--- src/rtl/cacc_final_pack_pkg.sv ---
// Shared types and constants for the CACC final-result packer.
//   DATA_W      : width of one final result from the calc cell
//   PACK        : results per delivery-buffer entry (power of 2, >= 2)
//   IDX_W       : lane index width
//   pack_entry_t: one packed delivery-buffer entry (data + lane-valid mask)
package cacc_final_pack_pkg;

  localparam int unsigned DATA_W = 32;
  localparam int unsigned PACK   = 4;
  localparam int unsigned IDX_W  = $clog2(PACK);

  typedef struct packed {
    logic [PACK*DATA_W-1:0] data;
    logic [PACK-1:0]        mask;
  } pack_entry_t;

endpackage

--- src/rtl/cacc_final_fifo.sv ---
// Synchronous FIFO of packed entries between the packer and the dbuf write port.
// The head is taken straight from the storage flops, so the write port sees no
// combinational path from the packer.
//   clk, rst_n : clock, asynchronous active-low reset
//   clr        : synchronous clear; a push in the same cycle lands in the emptied FIFO
//   push       : write wr_entry (ignored when full unless a pop happens this cycle)
//   wr_entry   : entry to write
//   pop        : remove the head entry
//   head       : current head entry (zero while empty)
//   full/empty : occupancy flags
module cacc_final_fifo
  import cacc_final_pack_pkg::*;
#(
  parameter int unsigned Depth = 4
) (
  input  logic        clk,
  input  logic        rst_n,
  input  logic        clr,
  input  logic        push,
  input  pack_entry_t wr_entry,
  input  logic        pop,
  output pack_entry_t head,
  output logic        full,
  output logic        empty
);

  localparam int unsigned PtrW = $clog2(Depth);
  localparam int unsigned CntW = $clog2(Depth + 1);

  pack_entry_t         mem_q [Depth];
  logic [PtrW-1:0]     rd_q, rd_d, wr_q, wr_d, wr_base;
  logic [CntW-1:0]     cnt_q, cnt_d;
  logic                pop_ok, push_ok;

  function automatic logic [PtrW-1:0] next_ptr(input logic [PtrW-1:0] p);
    return (p == PtrW'(Depth - 1)) ? '0 : p + 1'b1;
  endfunction

  assign empty = (cnt_q == '0);
  assign full  = (cnt_q == CntW'(Depth));
  assign head  = empty ? '0 : mem_q[rd_q];

  // Clear wins over pop; a push after clear always has room.
  assign pop_ok  = pop & ~empty & ~clr;
  assign push_ok = push & (clr | ~full | pop_ok);
  assign wr_base = clr ? '0 : wr_q;

  always_comb begin
    rd_d  = clr ? '0 : rd_q;
    wr_d  = wr_base;
    cnt_d = clr ? '0 : cnt_q;
    if (pop_ok) begin
      rd_d  = next_ptr(rd_d);
      cnt_d = cnt_d - 1'b1;
    end
    if (push_ok) begin
      wr_d  = next_ptr(wr_d);
      cnt_d = cnt_d + 1'b1;
    end
  end

  always_ff @(posedge clk or negedge rst_n) begin
    if (!rst_n) begin
      rd_q  <= '0;
      wr_q  <= '0;
      cnt_q <= '0;
      for (int i = 0; i < int'(Depth); i++) begin
        mem_q[i] <= '0;
      end
    end else begin
      rd_q  <= rd_d;
      wr_q  <= wr_d;
      cnt_q <= cnt_d;
      if (push_ok) begin
        mem_q[wr_base] <= wr_entry;
      end
    end
  end

endmodule

--- src/rtl/cacc_final_pack.sv ---
// Packs PACK consecutive final results from the CACC calc cell into one dbuf
// write entry, buffers entries in a small FIFO against dbuf backpressure, and
// counts saturated results per layer.
// Optional feature macro: CACC_FINAL_SAT_CNT_EN builds the saturation counter;
// without it sat_count is tied to 0 and in_final_sat is ignored.
// Ports:
//   nvdla_core_clk, nvdla_core_rstn : clock, asynchronous active-low reset
//   in_final_valid/data/sat         : per-cycle final result (cannot be stalled)
//   layer_start                     : clear all layer state (pack, FIFO, addr, counters)
//   layer_end                       : flush a partially filled pack
//   dlv_wr_valid/ready/addr/data/mask : dbuf write port, lane 0 in data LSBs
//   sat_count                       : saturated results this layer (saturating)
//   ovf_err                         : sticky, a packed entry was dropped on a full FIFO
//   busy                            : pack partially filled or FIFO non-empty
module cacc_final_pack
  import cacc_final_pack_pkg::*;
#(
  parameter int unsigned FIFO_DEPTH   = 4,
  parameter int unsigned ADDR_W       = 9,
  parameter int unsigned DBUF_ENTRIES = 512
) (
  input  logic                   nvdla_core_clk,
  input  logic                   nvdla_core_rstn,
  input  logic                   in_final_valid,
  input  logic [DATA_W-1:0]      in_final_data,
  input  logic                   in_final_sat,
  input  logic                   layer_start,
  input  logic                   layer_end,
  output logic                   dlv_wr_valid,
  input  logic                   dlv_wr_ready,
  output logic [ADDR_W-1:0]      dlv_wr_addr,
  output logic [PACK*DATA_W-1:0] dlv_wr_data,
  output logic [PACK-1:0]        dlv_wr_mask,
  output logic [31:0]            sat_count,
  output logic                   ovf_err,
  output logic                   busy
);

  logic [IDX_W-1:0]       idx_q, idx_d, idx_base;
  logic [PACK*DATA_W-1:0] data_q, data_d, data_base, fill_data;
  logic [PACK-1:0]        mask_q, mask_d, mask_base, fill_mask;
  logic [ADDR_W-1:0]      addr_q, addr_d;
  logic                   ovf_q, ovf_d;
  logic                   push, pop, drop;
  logic                   fifo_full, fifo_empty;
  pack_entry_t            push_entry, head;

  // Pack register: layer_start clears first, then the sample (if any) is
  // written, then completion or flush pushes exactly once.
  always_comb begin
    idx_base  = layer_start ? '0 : idx_q;
    data_base = layer_start ? '0 : data_q;
    mask_base = layer_start ? '0 : mask_q;
    fill_data = data_base;
    fill_mask = mask_base;
    if (in_final_valid) begin
      fill_data[idx_base*DATA_W +: DATA_W] = in_final_data;
      fill_mask[idx_base]                  = 1'b1;
    end
    push = (in_final_valid & (idx_base == IDX_W'(PACK - 1)))
         | (layer_end & (in_final_valid | (idx_base != '0)));
    // PACK is a power of 2, so the lane index wraps on its own.
    idx_d  = in_final_valid ? idx_base + 1'b1 : idx_base;
    data_d = fill_data;
    mask_d = fill_mask;
    if (push) begin
      idx_d  = '0;
      data_d = '0;
      mask_d = '0;
    end
  end

  assign push_entry = '{data: fill_data, mask: fill_mask};

  cacc_final_fifo #(
    .Depth (FIFO_DEPTH)
  ) u_fifo (
    .clk      (nvdla_core_clk),
    .rst_n    (nvdla_core_rstn),
    .clr      (layer_start),
    .push     (push),
    .wr_entry (push_entry),
    .pop      (pop),
    .head     (head),
    .full     (fifo_full),
    .empty    (fifo_empty)
  );

  assign dlv_wr_valid = ~fifo_empty;
  assign dlv_wr_data  = head.data;
  assign dlv_wr_mask  = head.mask;
  assign dlv_wr_addr  = addr_q;
  assign pop          = dlv_wr_valid & dlv_wr_ready;
  assign busy         = (idx_q != '0) | ~fifo_empty;
  assign ovf_err      = ovf_q;

  // Same-cycle pop frees a slot, so only a push to a full FIFO without pop drops.
  assign drop = push & fifo_full & ~pop & ~layer_start;

  always_comb begin
    addr_d = addr_q;
    if (layer_start) begin
      addr_d = '0;
    end else if (pop) begin
      addr_d = (addr_q == ADDR_W'(DBUF_ENTRIES - 1)) ? '0 : addr_q + 1'b1;
    end
    ovf_d = layer_start ? 1'b0 : (ovf_q | drop);
  end

  always_ff @(posedge nvdla_core_clk or negedge nvdla_core_rstn) begin
    if (!nvdla_core_rstn) begin
      idx_q  <= '0;
      data_q <= '0;
      mask_q <= '0;
      addr_q <= '0;
      ovf_q  <= 1'b0;
    end else begin
      idx_q  <= idx_d;
      data_q <= data_d;
      mask_q <= mask_d;
      addr_q <= addr_d;
      ovf_q  <= ovf_d;
    end
  end

`ifdef CACC_FINAL_SAT_CNT_EN
  logic [31:0] sat_q, sat_d;

  // Saturating counter: holds at all-ones instead of wrapping.
  always_comb begin
    sat_d = layer_start ? '0 : sat_q;
    if (in_final_valid && in_final_sat && (sat_d != '1)) begin
      sat_d = sat_d + 32'd1;
    end
  end

  always_ff @(posedge nvdla_core_clk or negedge nvdla_core_rstn) begin
    if (!nvdla_core_rstn) begin
      sat_q <= '0;
    end else begin
      sat_q <= sat_d;
    end
  end

  assign sat_count = sat_q;
`else
  logic unused_sat;
  assign unused_sat = in_final_sat;
  assign sat_count  = '0;
`endif

endmodule
--- config.mk ---
export PLATFORM = sky130hd
export DESIGN_NAME = cacc_final_pack
export DESIGN_NICKNAME = d
export VERILOG_FILES = /design/src/rtl/cacc_final_pack_pkg.sv /design/src/rtl/cacc_final_fifo.sv /design/src/rtl/cacc_final_pack.sv
export SDC_FILE = /design/constraint.sdc
export NUM_CORES = 1
export LEC_CHECK = 0
export ABC_AREA = 1
export CAP_MARGIN = 20
export CORE_UTILIZATION = 40
export CTS_CLUSTER_SIZE = 30
export DETAILED_ROUTE_END_ITERATION = 7
export GPL_ROUTABILITY_DRIVEN = 0
export SYNTH_ARGS = -nofsm -noshare
export SYNTH_HDL_FRONTEND = slang
export SYNTH_SLANG_ARGS = --single-unit
export TNS_END_PERCENT = 50
--- constraint.sdc ---
create_clock -name nvdla_core_clk -period 2.5 [get_ports nvdla_core_clk]
set_clock_uncertainty 0.1 [all_clocks]
set_input_delay 0.625 -clock nvdla_core_clk [delete_from_list [all_inputs] [get_ports nvdla_core_clk]]
set_output_delay 0.625 -clock nvdla_core_clk [all_outputs]
set_load 0.05 [all_outputs]
==> results of run 1 <==
cell usage in the layout, fill, tap and decap left out, types with 3 or more instances in the layout:
master and instances:
a21oi_1 172, a21oi_2 136, a21oi_4 26, and2_1 32
buf_12 243, buf_16 25, buf_4 204, buf_6 14
buf_8 10, bufinv_16 6, clkbuf_1 17, clkbuf_16 96
clkbuf_8 17, clkdlybuf4s50_1 35, clkinv_2 15, conb_1 32
dfrtp_1 677, dlymetal6s2s_1 11, ha_1 14, inv_1 203
inv_2 3, inv_4 3, nand2_1 1563, nand2_2 3
nand2_4 5, nand3_1 147, nand4_1 30, nor2_1 266
nor2_2 26, nor2_4 18, nor3_1 6, o21ai_0 74
o21ai_1 315, o21ai_2 77, o21ai_4 8
final timing paths:
| path | from | end |
|---|---|---|
| min in group asynchronous | nvdla_core_rstn | u_fifo.mem_q[181]$_DFFE_PN0P_ |
| max in group asynchronous | nvdla_core_rstn | data_q[125]$_DFF_PN0_ |
| setup / recovery | u_fifo.rd_q[0]$_DFF_PN0_ | dlv_wr_data[52] |
| setup reg to reg | idx_q[0]$_DFF_PN0_ | u_fifo.mem_q[179]$_DFFE_PN0P_ |
| hold / removal | u_fifo.mem_q[454]$_DFFE_PN0P_ | u_fifo.mem_q[454]$_DFFE_PN0P_ |
| hold reg to reg | u_fifo.mem_q[454]$_DFFE_PN0P_ | u_fifo.mem_q[454]$_DFFE_PN0P_ |
power groups by stage:
stage	registers [mW]	clock network, mW	logic [mW]
after floorplan	12.6	0	6.86
after global placement	12.7	0	12.9
after detailed placement	12.7	0	13.0
after CTS	12.5	11.8	14.6
after global routing	12.7	12.3	16.4
final	12.6	11.7	15.6
state kept, by name, indices dropped and copies added, names as in the netlist:
register and count:
ovf_err 1, mask_q 4, u_fifo.mem_q 528, u_fifo.rd_q 2, data_q 128, u_fifo.wr_q 2
idx_q 2, u_fifo.cnt_q 3, dlv_wr_addr 9
kinds of logic after synthesis:
kind of cell,share of synthesized area
buffers and inverters,0.07537
other,0.0001171
AND/OR/NAND/NOR,0.2585
flip-flops,0.5306
XOR/XNOR,0.001094
adder cells (fa/ha/maj),0.005861
AO/OA/AOI/OAI,0.1284
cells in the mapped netlist, types with 2 or more instances:
master	n
a21oi_1	334
a22o_1	2
and2_1	32
buf_1	38
buf_2	126
buf_4	38
buf_6	18
clkbuf_1	93
dfrtp_1	679
ha_1	15
inv_1	204
inv_2	6
nand2_1	1564
nand2_2	5
nand2_4	2
nand3_1	148
nand4_1	30
nor2_1	304
nor2_2	3
nor2_4	3
nor3_1	6
o21ai_0	287
o21ai_1	177
o21ai_2	10
xnor2_1	2
xor2_1	2
worst min-delay path, stage by stage (launching register included):
cell and delay (ps):
dfrtp_1 340, nand2_1 50, nand2_1 50
cell type report:
cell class                 count  area share
clock buffer                 115     0.05261
timing repair buffer         560      0.1885
clock inverter                23    0.006116
sequential                   679      0.3847
inverter                     212     0.01883
tap                         1050     0.02973
multi-input combinational   2960      0.3188
timing repair inverter         2   0.0006229
antenna                        1  0.00005663
per-layer routing:
layer / GRT usage / vias to the layer above / part of all wire
met5: 0 / - / 0
met4: 0.1023 / 0 / 0.034
met3: 0.04744 / 173 / 0.073
met2: 0.4066 / 1106 / 0.45
met1: 0.3849 / 14340 / 0.44
li1: - / 13830 / -
what timing repair did:
action | 4_1_cts | 5_1_grt
endpoints found under the setup margin | 143 | 515
gates cloned | 21 | 16
endpoints found under the hold margin | 25 | 0
pin swaps | 77 | 112
hold buffers | 1 | 0
resized for setup | 240 | 296
setup buffers | 22 | 12
==> results.md, run 1 <==
* Status: complete, but fails checks
* Violated checks: setup timing
* # H-tree levels at 3
* Buf/Inv on CP at 4
* Relative slew slack at 0.6398
* CP max FO at 15
* Slowest-stage cell, CP: dfrtp_4
* CP arrival at around 2400 ps
* Area Growth Syn to Fin at 38.00%
* Fmax at about 0.32 GHz
* IO Pins at 215
* Delay-heaviest family, CP: buffers and inverters
* Synth unique cells at 32
* Root Driver: clkbuf_16
* Share of layout cells above drive strength 1 at 0.2081
* Die area at roughly 81,000 µm²
* Num Clock Sinks at around 680
* R2R Setup Slk at 230 ps
* Fin crit period at a little over 3000 ps
* Switch Pwr at about 14 mW
* Final worst-path cycle share at 1.234
* Int Pwr at 25.72 mW
* Area occupied by multi-input gates at 14,090 µm²
* FILL cells at slightly below 7,000
* Overall power at ~40 mW
* DP Wirelength at ~69,000 µm
* Critical path endpoint category: primary output
* Register share of total power at 0.315
* Initial Util at 0.4047
* Dominant cell type by area after synthesis: dfrtp_1
* Largest net degree at the start of global routing at 82
* VDD IR max at around 630 µV
* Post-synth EDFFs at 0
* Routed len/inst at 19.81 µm
* Setup TNS at -67,160 ps
* Final Hold Vio Count at 0
* Worst hold-check slack at about 370 ps
* Yosys top cell area share at 0.5306
* Power Density at between 900 and 1000 nW/µm²
* Inserted Clock Buffers at between 70 and 80
* Pleak at around 22 nW
* #FFs+latches synth at between 600 and 700
* Vias in the first global route at 27,940
* HP Class: flop to flop
* Dpl cells at 5,394
* Sequential share of the synthesized area at 0.5306
* Top post-synthesis cells by area: dfrtp_1 53%, nand2_1 18%, a21oi_1 5.2%, o21ai_0 4.5%, nor2_1 3.6%
* Worst setup margin at -585.3 ps
* Port Buffers at 181
* Sw Ratio at 0.3550
* Layout Utilization at 0.5585
* Clock latency on the worst-skew pair at between 600 and 700 ps
* Avg Inst Size Synth at 7.746 µm²
* Clk pwr share at 0.293
* Vias per inst at 5.257
* Min-Delay Path Depth at 2
* Slew Viols, Final at 0
* Core area at around 79,000 µm²
* FF/Latch Area at around 17,000 µm²
* Setup CP Type: flop to primary output
* Max Cap Viol at 0
* Crit path largest cell delay at roughly 590 ps
* Worst r2r path cells at 12
* Non-Filler Instances at between 5,000 and 6,000
* Post-route ant nets at 0
* Antenna violations before repair at 0
* Levels on crit path at 7
* Mapped Cells at between 4,000 and 5,000
* Clk slew on worst S/H paths at 60 ps
* Std-Cell Rows at between 100 and 150
* Remaining Overflow, GRT at 0
* Routed WL at ~110,000 µm
* Most common flop cell mapped by yosys: dfrtp_1
* Die Y at approximately 280 µm
* Post-Place Setup Slack at -626.7 ps
* GRT Util Overall at 0.2690
* Final setup fails at 133
* Startpoint type of the worst setup path: flop
* Final instance area at 44,190 µm²
* 1st-iter DRT viols at slightly below 3,000
* YS warnings at 0
* RSZ-0062 raised after global routing: yes
* Critical path, cell by cell: clkbuf_16 > buf_16 > a21oi_1 > o21ai_1 > a21oi_2 > buf_4 > buf_12
* Area after DPL at between 30,000 and 40,000 µm²
* Cell Area, Synth at 32,020 µm²
* Remaining DRCs at 0
* CTS tree: done
* Nets at 4,546
* First-pass GRT wire length at 169,100 µm
* Least-Margin Pin Slew at 536.7 ps
* Synth async-reset ratio at 1.000
* CP required at 1770 ps
* DRT Pass-1 Iters at 6
* Max clock buf depth at 3
* Routed vias at 29,450
* Combinational Power Share at 0.391
* Die width at ~280 µm
(Power assumes the default switching activity.)
==> inputs of run 2 (changes only) <==
Settings changed: CORE_MARGIN set to 8, CTS_CLUSTER_SIZE 30 to 16, SKIP_CTS_REPAIR_TIMING set to 1.
==> results.md, run 2 (synthesis results as in run 1) <==
* CTS tree: done
* CP arrival at about 2400 ps
* Final Hold Vio Count at 0
* Crit path largest cell delay at 500 ps
* Die width at about 300 µm
* Std-Cell Rows at a little over 100
* Inserted Clock Buffers at just under 80
* Final instance area at roughly 43,000 µm²
* Startpoint type of the worst setup path: flop
* Top routing layer used: met5
* Area Growth Syn to Fin at 35.42%
* Critical path, cell by cell: buf_12 > inv_8 > buf_6 > clkbuf_16 > o21ai_0 > a21oi_2 > buf_12
* Remaining DRCs at 0
* Final worst-path cycle share at 1.232
* VDD IR max at 669.7 µV
* Switch Pwr at between 10 and 15 mW
* Root Driver: clkbuf_16
* Biggest register: u_fifo.mem_q
* Violated checks: setup timing
* Sw Ratio at 0.3634
* First-pass GRT wire length at between 150,000 and 200,000 µm
* Area after DPL at between 30,000 and 40,000 µm²
* Clk pwr share at 0.284
* RSZ-0062 raised after global routing: yes
* Vias in the first global route at 27,560
* Initial Util at 0.4047
* Wire length on met2 at approximately 50,000 µm
* Max clock buf depth at 3
* M1 WL at a little over 50,000 µm
* Setup CP Type: flop to primary output
* Port Buffers at approximately 180
* Worst setup margin at -580.6 ps
* Most common cell after layout, fill and taps aside: nand2_1
* Register share of total power at 0.324
* Status: complete, but fails checks
* CP dominant cell by count: buf_12
* Routed length on met3 at ~9500 µm
* Max Cap Viol at 0
* Num Clock Sinks at about 680
* Fmax at 0.3246 GHz
* CP required at between 1500 and 2000 ps
* Die area at roughly 90,000 µm²
* Int Pwr at between 20 and 25 mW
* Max reg flops at 528
* GRT Util Overall at 0.2322
* Remaining Overflow, GRT at 0
* Clock latency on the worst-skew pair at 630 ps
* Clk slew on worst S/H paths at about 60 ps
* Antenna violations before repair at 4
* DP Wirelength at approximately 71,000 µm
* Vias per inst at between 5 and 6
* Power Density at 893.5 nW/µm²
* Combinational Power Share at 0.392
* IO Pins at 215
* FILL cells at approximately 7,200
* Nets at 4,550
* Routed WL at ~110,000 µm
* Post-route ant nets at 0
* DRT Pass-1 Iters at 5
* Critical path endpoint category: primary output
* Routed vias at 29,590
* Final setup fails at around 130
* Pleak at 21.65 nW
* Die Y at ~300 µm
* 1st-iter DRT viols at 3,136
* Least-Margin Pin Slew at around 560 ps
* Most frequent cells in the layout: 1,562 x nand2_1, 677 x dfrtp_1, 292 x o21ai_1, 286 x nor2_1, 229 x buf_12
* Slew Viols, Final at 0
* CP max FO at 13
* Relative slew slack at 0.6250
* Largest net degree at the start of global routing at 71
* Share of layout cells above drive strength 1 at 0.1949
* Setup TNS at -61,450 ps
* Routed len/inst at ~20 µm
* HP Class: flop to flop
* Fin crit period at roughly 3100 ps
* Slowest-stage cell, CP: dfrtp_4
* # H-tree levels at 3
* Core area at just under 80,000 µm²
## run 2: worst paths after layout
kind	from	endpoint	slack, ps	cells past startpoint
max in group asynchronous	nvdla_core_rstn	data_q[12]$_DFF_PN0_	970	4
worst max register to register	idx_q[0]$_DFF_PN0_	u_fifo.mem_q[188]$_DFFE_PN0P_	220	11
worst max-delay path	u_fifo.rd_q[0]$_DFF_PN0_	dlv_wr_data[76]	-580	7
worst min-delay path	u_fifo.mem_q[93]$_DFFE_PN0P_	u_fifo.mem_q[93]$_DFFE_PN0P_	360	2
worst min register to register	u_fifo.mem_q[93]$_DFFE_PN0P_	u_fifo.mem_q[93]$_DFFE_PN0P_	360	2
min in group asynchronous	nvdla_core_rstn	u_fifo.mem_q[315]$_DFFE_PN0P_	450	2
## run 2: critical path: cells and delay by family, from the launching register on
kind | cells | cell delay (ps)
buffers and inverters | 5 | 780
AOI/OAI and AO/OA | 2 | 440
DFF | 1 | 500
## run 2: cell type report
cell class                 count  area (µm²)  area share
antenna                        4       10.01   0.0002308
clock buffer                 118        2303     0.05312
clock inverter                18       126.4    0.002914
inverter                     212       847.1     0.01953
multi-input combinational   2960       13750      0.3171
sequential                   679       17000      0.3920
tap                         1050        1314     0.03030
timing repair buffer         564        8003      0.1846
timing repair inverter         1       11.26   0.0002597
## run 2: power by group through the flow
stage          Sequential [mW]  Combinational (mW)  Clock, mW
4_1_cts                   12.5                13.1       11.2
2_1_floorplan             12.6                6.86          0
6_report                  12.6                15.2       11.0
3_3_place_gp              12.7                12.9          0
3_5_place_dp              12.7                13.0          0
5_1_grt                   12.7                16.0       11.6
## run 2: per-layer routing
| layer | vias up | GRT usage |
|---|---|---|
| met5 | - | 0 |
| li1 | 13810 | - |
| met3 | 195 | 0.04641 |
| met4 | 4 | 0.06326 |
| met2 | 1219 | 0.3545 |
| met1 | 14360 | 0.3352 |
## run 2: metrics by stage
stage,std cells,hold slack (ps),power (mW),utilization,setup WS [ps]
floorplan,4165,229.4,19.48,-,-173.8
global placement,5413,347.7,25.64,0.4946,-577.2
detailed placement,5413,353.0,25.74,0.4946,-633.9
CTS,5549,-160.8,36.76,0.5253,-698.5
global route,5602,374.9,40.23,0.5479,-637.9
finish,5606,364.4,38.74,0.5480,-580.6
